### config.mk
export PLATFORM = sky130hd
export DESIGN_NAME = key_event_scheduler_flat
export DESIGN_NICKNAME = d
export VERILOG_FILES = /design/src/rtl/key_pkg.sv /design/src/rtl/key_event_scheduler_if.sv /design/src/rtl/key_debounce_lane.sv /design/src/rtl/key_event_scheduler.sv /design/src/flat_wrapper.sv
export SDC_FILE = /design/constraint.sdc
export NUM_CORES = 1
export LEC_CHECK = 0
export ABC_AREA = 0
export CORE_MARGIN = 4
export CORE_UTILIZATION = 55
export CTS_BUF_LIST = sky130_fd_sc_hd__clkbuf_4
export DETAILED_ROUTE_END_ITERATION = 12
export PLACE_DENSITY = 0.74
export SYNTH_ARGS = -nofsm -noshare
export SYNTH_HDL_FRONTEND = slang
export SYNTH_SLANG_ARGS = --single-unit
### constraint.sdc
create_clock -name clock -period 3.5 [get_ports clock]
set_clock_uncertainty 0.15 [all_clocks]
set_input_delay 0.35 -clock clock [delete_from_list [all_inputs] [get_ports clock]]
set_output_delay 0.35 -clock clock [all_outputs]
set_load 0.01 [all_outputs]
### src/rtl/key_pkg.sv
// Shared definitions for the key event scheduler: default timing, the event
// record and the round-robin search used by the arbiter.
package key_pkg;

   localparam int DEFAULT_TICK_BITS    = 19;
   localparam int DEFAULT_STABLE_TICKS = 3;
   localparam int MAX_KEYS             = 8;

   typedef struct packed {
      logic [2:0] key;
      logic       rel;
   } key_event_t;

   // First set bit of req at or after ptr, wrapping modulo n; -1 when none.
   function automatic int rr_first(input logic [MAX_KEYS-1:0] req,
                                   input int ptr,
                                   input int n);
      int hit;
      int idx;
      hit = -1;
      for (int i = MAX_KEYS - 1; i >= 0; i--) begin
         if (i < n) begin
            idx = ptr + i;
            if (idx >= n) idx = idx - n;
            if (req[idx[2:0]]) hit = idx;
         end
      end
      return hit;
   endfunction

endpackage

### src/rtl/key_event_scheduler_if.sv
// Valid/ready event stream between the key scheduler and its consumer.
interface key_event_scheduler_if #(
   parameter int KEY_W = 2
);
   logic             ev_valid;
   logic [KEY_W-1:0] ev_key;
   logic             ev_release;
   logic             ev_ready;
   logic             ev_overrun;

   modport master (output ev_valid, ev_key, ev_release, ev_overrun,
                   input  ev_ready);
   modport slave  (input  ev_valid, ev_key, ev_release, ev_overrun,
                   output ev_ready);
endinterface

### src/rtl/key_debounce_lane.sv
// One key: two-flop synchronizer, tick-based stability counter and debounced
// level, with single-cycle rise/fall pulses on each accepted change.
module key_debounce_lane
   import key_pkg::*;
#(
   parameter int STABLE_TICKS = DEFAULT_STABLE_TICKS
) (
   input  logic clock,
   input  logic reset,
   input  logic key_raw,
   input  logic tick,
   output logic key_level,
   output logic rise,
   output logic fall
);

   logic [1:0] sync_reg;
   logic [2:0] stab_cnt_reg;
   logic       level_reg;
   logic       sync_key;
   logic       accept;

   assign sync_key = sync_reg[1];
   assign accept   = (sync_key != level_reg) && tick &&
                     (stab_cnt_reg == 3'(STABLE_TICKS - 1));

   // Any return to the current level clears qualification, even between ticks.
   always_ff @(posedge clock or posedge reset) begin
      if (reset) begin
         sync_reg     <= '0;
         stab_cnt_reg <= '0;
         level_reg    <= 1'b0;
      end else begin
         sync_reg <= {sync_reg[0], key_raw};
         if (sync_key == level_reg) begin
            stab_cnt_reg <= '0;
         end else if (accept) begin
            level_reg    <= sync_key;
            stab_cnt_reg <= '0;
         end else if (tick) begin
            stab_cnt_reg <= stab_cnt_reg + 3'd1;
         end
      end
   end

   assign key_level = level_reg;
   assign rise      = accept && sync_key;
   assign fall      = accept && !sync_key;

endmodule

### src/rtl/key_event_scheduler.sv
// Debounces NUM_KEYS buttons on a shared tick and round-robins press events
// (and release events when KEY_RELEASE_EV_EN is defined) onto one stream.
module key_event_scheduler
   import key_pkg::*;
#(
   parameter int NUM_KEYS     = 4,
   parameter int TICK_BITS    = DEFAULT_TICK_BITS,
   parameter int STABLE_TICKS = DEFAULT_STABLE_TICKS
) (
   input  logic                  clock,
   input  logic                  reset,
   input  logic [NUM_KEYS-1:0]   key_raw,
   output logic [NUM_KEYS-1:0]   key_level,
   key_event_scheduler_if.master ev,
   output logic                  tick
);

   localparam int KW = $clog2(NUM_KEYS);

   logic [TICK_BITS-1:0] count_reg;
   logic [NUM_KEYS-1:0]  rise;
   logic [NUM_KEYS-1:0]  fall;
   logic [NUM_KEYS-1:0]  press_pend_reg;
   logic [NUM_KEYS-1:0]  press_next;
   logic [NUM_KEYS-1:0]  rel_pend;
   logic [KW-1:0]        rr_ptr_reg;
   logic                 ev_valid_reg;
   logic [KW-1:0]        ev_key_reg;
   logic                 ev_release_reg;
   logic                 overrun_reg;
   logic                 overrun_next;
   logic                 load;
   logic                 grant_hit;
   logic                 grant_rel;
   int                   grant_idx;

   assign tick = &count_reg;

   generate
      for (genvar gi = 0; gi < NUM_KEYS; gi++) begin : g_lane
         key_debounce_lane #(.STABLE_TICKS(STABLE_TICKS)) u_lane (
            .clock     (clock),
            .reset     (reset),
            .key_raw   (key_raw[gi]),
            .tick      (tick),
            .key_level (key_level[gi]),
            .rise      (rise[gi]),
            .fall      (fall[gi])
         );
      end
   endgenerate

`ifdef KEY_RELEASE_EV_EN
   logic [NUM_KEYS-1:0] rel_pend_reg;
   logic [NUM_KEYS-1:0] rel_next;
   assign rel_pend = rel_pend_reg;

   always_ff @(posedge clock or posedge reset) begin
      if (reset) rel_pend_reg <= '0;
      else       rel_pend_reg <= rel_next;
   end
`else
   logic unused_fall;
   assign rel_pend    = '0;
   assign unused_fall = ^fall;
`endif

   // Grant clears its flag before new raises are applied, so a same-cycle
   // grant and raise on one key leaves the flag set without an overrun.
   always_comb begin
      load       = !ev_valid_reg || ev.ev_ready;
      grant_idx  = rr_first(MAX_KEYS'(press_pend_reg | rel_pend),
                            int'(rr_ptr_reg), NUM_KEYS);
      grant_hit  = load && (grant_idx >= 0);
      grant_rel  = 1'b0;
      press_next = press_pend_reg;
      overrun_next = 1'b0;
`ifdef KEY_RELEASE_EV_EN
      rel_next   = rel_pend_reg;
`endif
      for (int k = 0; k < NUM_KEYS; k++) begin
         if (grant_hit && grant_idx == k) begin
            if (press_pend_reg[k]) begin
               press_next[k] = 1'b0;
            end else begin
               grant_rel = 1'b1;
`ifdef KEY_RELEASE_EV_EN
               rel_next[k] = 1'b0;
`endif
            end
         end
         if (rise[k]) begin
            if (press_next[k]) overrun_next = 1'b1;
            press_next[k] = 1'b1;
         end
`ifdef KEY_RELEASE_EV_EN
         if (fall[k]) begin
            if (rel_next[k]) overrun_next = 1'b1;
            rel_next[k] = 1'b1;
         end
`endif
      end
   end

   always_ff @(posedge clock or posedge reset) begin
      if (reset) begin
         count_reg      <= '0;
         press_pend_reg <= '0;
         rr_ptr_reg     <= '0;
         ev_valid_reg   <= 1'b0;
         ev_key_reg     <= '0;
         ev_release_reg <= 1'b0;
         overrun_reg    <= 1'b0;
      end else begin
         count_reg      <= count_reg + TICK_BITS'(1);
         press_pend_reg <= press_next;
         overrun_reg    <= overrun_next;
         if (load) begin
            ev_valid_reg <= grant_hit;
            if (grant_hit) begin
               ev_key_reg     <= KW'(grant_idx);
               ev_release_reg <= grant_rel;
               rr_ptr_reg     <= (grant_idx == NUM_KEYS - 1) ? '0 : KW'(grant_idx + 1);
            end
         end
      end
   end

   assign ev.ev_valid   = ev_valid_reg;
   assign ev.ev_key     = ev_key_reg;
   assign ev.ev_release = ev_release_reg;
   assign ev.ev_overrun = overrun_reg;

endmodule
### src/flat_wrapper.sv
// flat-port wrapper written by rule: the top's interface ports become plain ports
module key_event_scheduler_flat import key_pkg::*;
#(
   parameter int NUM_KEYS     = 4,
   parameter int TICK_BITS    = DEFAULT_TICK_BITS,
   parameter int STABLE_TICKS = DEFAULT_STABLE_TICKS
)
  (clock, reset, key_raw, key_level, tick, ev_ev_valid, ev_ev_key, ev_ev_release, ev_ev_overrun, ev_ev_ready);
  key_event_scheduler_if ev_i ();
  input  logic clock;
  input  logic reset;
  input  logic [NUM_KEYS-1:0] key_raw;
  output logic [NUM_KEYS-1:0] key_level;
  output logic tick;
  output wire logic [$bits(ev_i.ev_valid)-1:0] ev_ev_valid;
  output wire logic [$bits(ev_i.ev_key)-1:0] ev_ev_key;
  output wire logic [$bits(ev_i.ev_release)-1:0] ev_ev_release;
  output wire logic [$bits(ev_i.ev_overrun)-1:0] ev_ev_overrun;
  input wire logic [$bits(ev_i.ev_ready)-1:0] ev_ev_ready;
  assign ev_ev_valid = ev_i.ev_valid;
  assign ev_ev_key = ev_i.ev_key;
  assign ev_ev_release = ev_i.ev_release;
  assign ev_ev_overrun = ev_i.ev_overrun;
  assign ev_i.ev_ready = ev_ev_ready;
  key_event_scheduler #(.NUM_KEYS(NUM_KEYS), .TICK_BITS(TICK_BITS), .STABLE_TICKS(STABLE_TICKS)) u_core (.clock(clock), .reset(reset), .key_raw(key_raw), .key_level(key_level), .ev(ev_i), .tick(tick));
endmodule
# Word level (Yosys, flattened, before mapping)
# Index checks and enable logic that the tools add are counted.
word_totals:
  out_inout_bits: 10
  regBits: 54
  elab_cells: 143
  inputBits: 7
op_classes:
  magnitude_cmp: 9
  n_mux: 53
  n_bitwise: 4
  n_reduce_logical: 30
  eq_ne: 15
  add_sub_neg: 13
ops:
  columns: ["operator", "n"]
  rows:
  - ["$mux 32", 8]
  - ["$ge 32x4->1 const B", 3]
  - ["$sub 32x4->32 const B", 3]
  - ["$eq 32x3->1 const B", 2]
  - ["$mux 3", 12]
  - ["$eq 32x2->1 const B", 1]
  - ["$ge 32x1->1 const B", 1]
  - ["$logic_not 32->1", 1]
  - ["$mux 1", 28]
  - ["$add 19x1->19 const B", 1]
  - ["$reduce_and 19->1", 1]
  - ["$logic_and 1x1->1", 17]
  - ["$lt 3x4->1 const B", 4]
  - ["$add 3x1->3 const B", 4]
  - ["$bmux 1 s3", 4]
  - ["$eq 3x2->1 const B", 4]
  - ["$reduce_bool 3->1", 4]
  - ["$reduce_and 2->1", 5]
  - ["$add 2x2->3 const B", 2]
  - ["$eq 1x1->1", 4]
  - ["$ne 1x1->1", 4]
  - ["$not 1->1", 4]
  - ["$sub 2x3->4 const B", 1]
  - ["$add 2x1->3 const B", 1]
  - ["other kinds (5)", 5]

# Depth between registers and ports, before layout
logic_depth:
  word_depth: 21
  ltp_mapped: 13
  ltp_nobuf: 12

# Cells and area by module
# From an unflattened synthesis, not the netlist that was laid out.
hier_totals:
  cells_unflattened: 267
  hier_area_um2: 2842.7
modules_own_cells:
  columns: ["module", "seq_area_each_um2", "cells_each", "area_each_um2", "n_inst"]
  rows:
  - ["key_event_scheduler", 750.7, 163, 1626.6, 1]
  - ["key_debounce_lane", 150.1, 26, 304.0, 4]

# Least setup slack after synthesis
# No wires, ideal clock.
synth_timing:
  path_kind: "flip-flop to flip-flop"
  start: "reg u_core.rr_ptr_reg[0]"
  end: "reg u_core.ev_release_reg (netlist: u_core.ev.ev_release)"
  synth_period_minus_slack_ns: 2.921
  required_time_ns: 3.219
  arrival_ns: 2.640
  stages_incl_launch_ff: 14
  path_slack_ns: 0.579
  n_path_buf: 1
  setup_time_ns: 0.131
  path_cell_list: "dfrtp_1 -> buf_2 -> inv_1 -> ha_1 -> inv_1 -> or3_1 -> a211oi_1 -> o21ai_0 -> and2_1 -> ha_1 -> inv_1 -> o22ai_1 -> nor3_1 -> a21oi_1"
synth_via:
  elab_chain_len: 19
  elab_cells_between_ends: 45
  cone_classes: "add/sub (7); order compare (5); eq/ne (3); mux (23); reduce/logical (7)"
synth_lines:
  columns: ["item", "line_no", "rtl"]
  rows:
  - ["from (decl)", "key_event_scheduler.sv:26", "logic [KW-1:0] rr_ptr_reg;"]
  - ["from (signal assigned)", "key_event_scheduler.sv:123", "rr_ptr_reg <= (grant_idx == NUM_KEYS - 1) ? '0 : KW'(grant_idx + 1);"]
  - ["$add 2x2->3", "key_pkg.sv:23", "idx = ptr + i;"]
  - ["$sub 32x4->32 or $ge 32x4->1 (tied branches)", "key_pkg.sv:24", "if (idx >= n) idx = idx - n;"]
  - ["$mux 32", "key_pkg.sv:24", null]
  - ["$bmux 1 s3", "key_pkg.sv:25", "if (req[idx[2:0]]) hit = idx;"]
  - ["$mux 1 (not written as such)", "key_pkg.sv:25", null]
  - ["$mux 32 (3 in series)", "key_pkg.sv:25", null]
  - ["$mux 32 *", "key_pkg.sv:25", null]
  - ["$ge 32x1->1", "key_event_scheduler.sv:74", "grant_hit = load && (grant_idx >= 0);"]
  - ["$logic_and 1x1->1", "key_event_scheduler.sv:74", null]
  - ["$logic_and 1x1->1", "key_event_scheduler.sv:82", "if (grant_hit && grant_idx == k) begin"]
  - ["$mux 1", "key_event_scheduler.sv:82", null]
  - ["$mux 1", "key_event_scheduler.sv:83", "if (press_pend_reg[k]) begin"]
  - ["$mux 1", "key_event_scheduler.sv:82", null]
  - ["$mux 1", "key_event_scheduler.sv:83", null]
  - ["$mux 1", "key_event_scheduler.sv:82", null]
  - ["$mux 1", "key_event_scheduler.sv:83", null]
  - ["$mux 1", "key_event_scheduler.sv:82", null]
  - ["to (signal assigned)", "key_event_scheduler.sv:122", "ev_release_reg <= grant_rel;"]
  - ["to (decl)", "key_event_scheduler.sv:29", "logic ev_release_reg;"]
# Mark *: on every way between the ends. The rest lies on a longest branch, timed or not. The select of a mux whose other input is x is not followed.
# A chain may end at the register's enable or synchronous reset.

# Worst setup path in the final report
layout_timing:
  start: "reg u_core.count_reg[1]"
  end: "out tick"
layout_via:
  elab_chain_len: 1
layout_lines:
  columns: ["item", "line_no", "rtl"]
  rows:
  - ["from (decl)", "key_event_scheduler.sv:20", "logic [TICK_BITS-1:0] count_reg;"]
  - ["from (signal assigned)", "key_event_scheduler.sv:115", "count_reg <= count_reg + TICK_BITS'(1);"]
  - ["$reduce_and 19->1", "key_event_scheduler.sv:37", "assign tick = &count_reg;"]
  - ["to (decl)", "flat_wrapper.sv:14", "output logic tick;"]
# Every way passes these cells.

==> results.json <==
{
  "htree_levels": 2,
  "setup_viol": 0,
  "vdd_drop_max_mv": 0.2269,
  "finalMaxSlewViolations": 0,
  "postSynthAreaPerCell_um2": 10.34,
  "cp_class": "reg -> out",
  "logic_pwr_share_pct": 29.6,
  "critical_path_arrival_ns": 2.82,
  "area_delta_synth_final_pct": 10.41,
  "internal_power_uw": 1039,
  "cts_tree": "done",
  "syn_inst": 272,
  "timing.critical_path.to_type": "output pin",
  "die-area_mm2": 0.006322,
  "finalSetupTns_ns": 0,
  "synth.net_count": 295,
  "layout.nets": 311,
  "globalRoute.totalOverflow": 0,
  "ys.warnings.count": 0,
  "worst_pin_slew_ns": 0.6208,
  "syn-cell-area_mm2": 0.002813,
  "synth_enable_flop_cells": 0,
  "port_buffers": 16,
  "first_global_vias": 1966,
  "grt.busiest_layer": "met2",
  "multiInputGateArea_mm2": 0.001318,
  "worstReg2RegStart": "u_core.rr_ptr_reg[0]$_DFFE_PP0P_",
  "vias_after_detailed_routing": 1979,
  "global_route.usage.met1_pct": 22.63,
  "postCtsSetupRepairBufs": 0,
  "initial_cell_density_of_the_core_pct": 58.01,
  "yosys_register_bits": 54,
  "netSwitchingFraction_pct": 32.18,
  "hold_path_class": "in -> async",
  "grt_setup_unrepaired": "no",
  "floorplan.rows": 25,
  "maximum_number_of_pins_on_one_net_before_global_route_repair": 32,
  "drt_wl_total_mm": 4.968,
  "clk_path_buf_depth": 2,
  "post_route_cells_drive_above_1_share_pct": 8.997,
  "report.final.hold_viol_count": 0,
  "ys_types": 49,
  "net-switching-power_uw": 493.0,
  "floorplan.die.width_um": 79.51,
  "cellLeakagePower_uw": 0.001382,
  "finish.utilization_pct": 64.05,
  "clock_insertion_delay_worst_skew_ns": 0.37,
  "synthArstFlopShare_pct": 100.0,
  "slew-limit-headroom_pct": 58.56,
  "routedWlPerCell_um": 13.96,
  "gp_routability_congestion": 0.8312,
  "clock_tree.root_cell": "clkbuf_4",
  "number_of_flip_flops_in_the_largest_register": 19,
  "worst_hold_slack_ns": 0.2067,
  "placed_wire_length_estimate_after_detailed_placement_mm": 3.518,
  "cts_made_buffers": 5,
  "cts_sinks": 54,
  "antenna_cells": 0,
  "launch_point_of_the_worst_path": "u_core.count_reg[1]$_DFF_PP0_",
  "drc": 0,
  "die_height_um": 79.51,
  "final.min_clock_period_ns": 3.316,
  "ys.flop_type": "dfrtp_1",
  "fp.coreArea_mm2": 0.004848,
  "pwr_density_cell_mw_per_mm2": 493.3,
  "ioPinCount": 17,
  "setup.worst_path.start_class": "flip-flop",
  "timing.critical_path.required_ns": 3.00,
  "pwr-share-clk_pct": 23.2,
  "grt_pass1_wl_mm": 8.583,
  "drv.max_cap_violation_count": 0,
  "fmax_mhz": 301.6,
  "place_area_mm2": 0.003014,
  "path_clk_slew_ns": 0.14,
  "dr.first_iter.drc_count": 115,
  "seq_power_share_pct": 47.2,
  "groute.usage.overall_pct": 17.08,
  "drt_pre_antenna_iters": 4,
  "groute.layer.met2.usage_pct": 27.63,
  "register_area_mm2": 0.001353,
  "initial_antenna_violation_count": 0,
  "grt.met3_usage_pct": 3.950,
  "run_status": "finished clean",
  "post_route_cell_area_mm2": 0.003105,
  "yosysSeqAreaShare_pct": 48.04,
  "final.fill_count": 408,
  "route.antenna.remaining_nets": 0,
  "avgViaCountPerCell": 5.559,
  "fin_crit_sh_pct": 94.74,
  "cp_max_fo": 13
}
-- cell usage in the layout (no fill, tap or decap), drive strengths merged, types with 7 or more instances in the layout --
cell type / netlist / final
dfrtp: 54 / 54
nand2: 29 / 29
inv: 23 / 23
xnor2: 16 / 16
a21oi: 16 / 16
ha: 16 / 16
clkdlybuf4s50: 0 / 16
or3: 11 / 12
o21ai: 9 / 9
nand3: 9 / 9
nor2b: 8 / 8
nor3: 8 / 8
clkbuf: 5 / 7
-- per-layer routing --
layer | vias to the layer above | wire [um]
met5 | - | 0
met4 | 0 | 72
met3 | 8 | 162
met2 | 29 | 2316
met1 | 960 | 2417
li1 | 982 | -
-- cell usage after synthesis (2+ instances only) --
library cell,n,area share [%]
dfrtp_1,54,48
nand2_1,29,3.9
inv_1,23,3.1
a21oi_1,16,2.8
ha_1,16,7.1
xnor2_1,16,5.0
or3_1,10,2.2
o21ai_0,9,1.6
nand3_1,8,1.4
nor2b_1,8,1.8
nor3_1,8,1.4
clkbuf_1,5,0.67
mux2_2,5,2.0
nor2_1,5,0.67
xor2_1,5,1.6
buf_4,4,1.1
mux2i_1,4,1.4
nand4_1,4,0.89
or4_1,4,1.1
and3_1,3,0.67
and3b_1,2,0.62
mux4_2,2,1.6
nor4_1,2,0.44
o2111ai_1,2,0.62
o22ai_1,2,0.44
o311ai_0,2,0.62
o31ai_1,2,0.53
-- power by group through the flow --
stage	clock network, uW	registers [uW]	logic, uW
floorplan	0	716	332
global placement	0	733	442
detailed placement	0	735	451
CTS	362	723	452
global route	388	734	520
finish	355	723	453
-- worst max-delay path, stage by stage, from the launching register on --
cell             delay [ns]
dfrtp_1                0.42
ha_1                   0.22
nand2_1                0.12
or4_4                  0.54
or3_4                  0.46
inv_2                  0.14
clkdlybuf4s50_1        0.55
-- cells by family (layout without fill, tap and decap cells) --
| family | count (synthesis) | count (layout) | share of synthesized area (%) |
|---|---|---|---|
| and+or+nand+nor | 92 | 93 | 17.84 |
| AOI/OAI and AO/OA | 44 | 44 | 10.05 |
| adders and majority gates | 16 | 16 | 7.117 |
| muxes | 11 | 11 | 5.026 |
| DFF | 54 | 54 | 48.04 |
| xor gates and xnor gates | 21 | 21 | 6.539 |
| buffers and inverters | 34 | 50 | 5.382 |
-- worst paths after layout --
path	end	slack, ns	depth (start not counted)
worst max-delay path	tick	0.18	6
max in group asynchronous	u_core.count_reg[0]$_DFF_PP0_	2.25	3
worst max register to register	u_core.ev.ev_overrun$_DFF_PP0_	0.31	11
worst min-delay path	u_core.g_lane[3].u_lane.key_level$_DFFE_PP0P_	0.21	2
min in group clock	u_core.g_lane[1].u_lane.sync_reg[1]$_DFF_PP0_	0.22	0
worst min register to register	u_core.g_lane[1].u_lane.sync_reg[1]$_DFF_PP0_	0.22	0
-- final cells by class --
class | count | share of cell area [%]
inverter | 23 | 2.780
clock inverter | 1 | 0.9670
tap | 67 | 2.699
timing repair buffer | 19 | 5.882
clock buffer | 7 | 1.692
sequential | 54 | 43.55
multi-input combinational | 185 | 42.43
-- through the flow --
stage	std cells	setup WS, ns	power (uW)
CTS	355	0.07273	1538
detailed placement	347	0.3958	1186
global route	356	0.03844	1642
global placement	347	0.4289	1175
floorplan	272	0.5789	1047
finish	356	0.1842	1532
-- timing repair --
action,in CTS,in global routing
gates resized for setup,1,1
hold buffers,0,0
hold endpoints to repair,0,0
endpoints found under the setup margin,1,1
pin swaps,0,1
gates cloned,0,1
No activity file was read; power rests on OpenSTA's default activity.
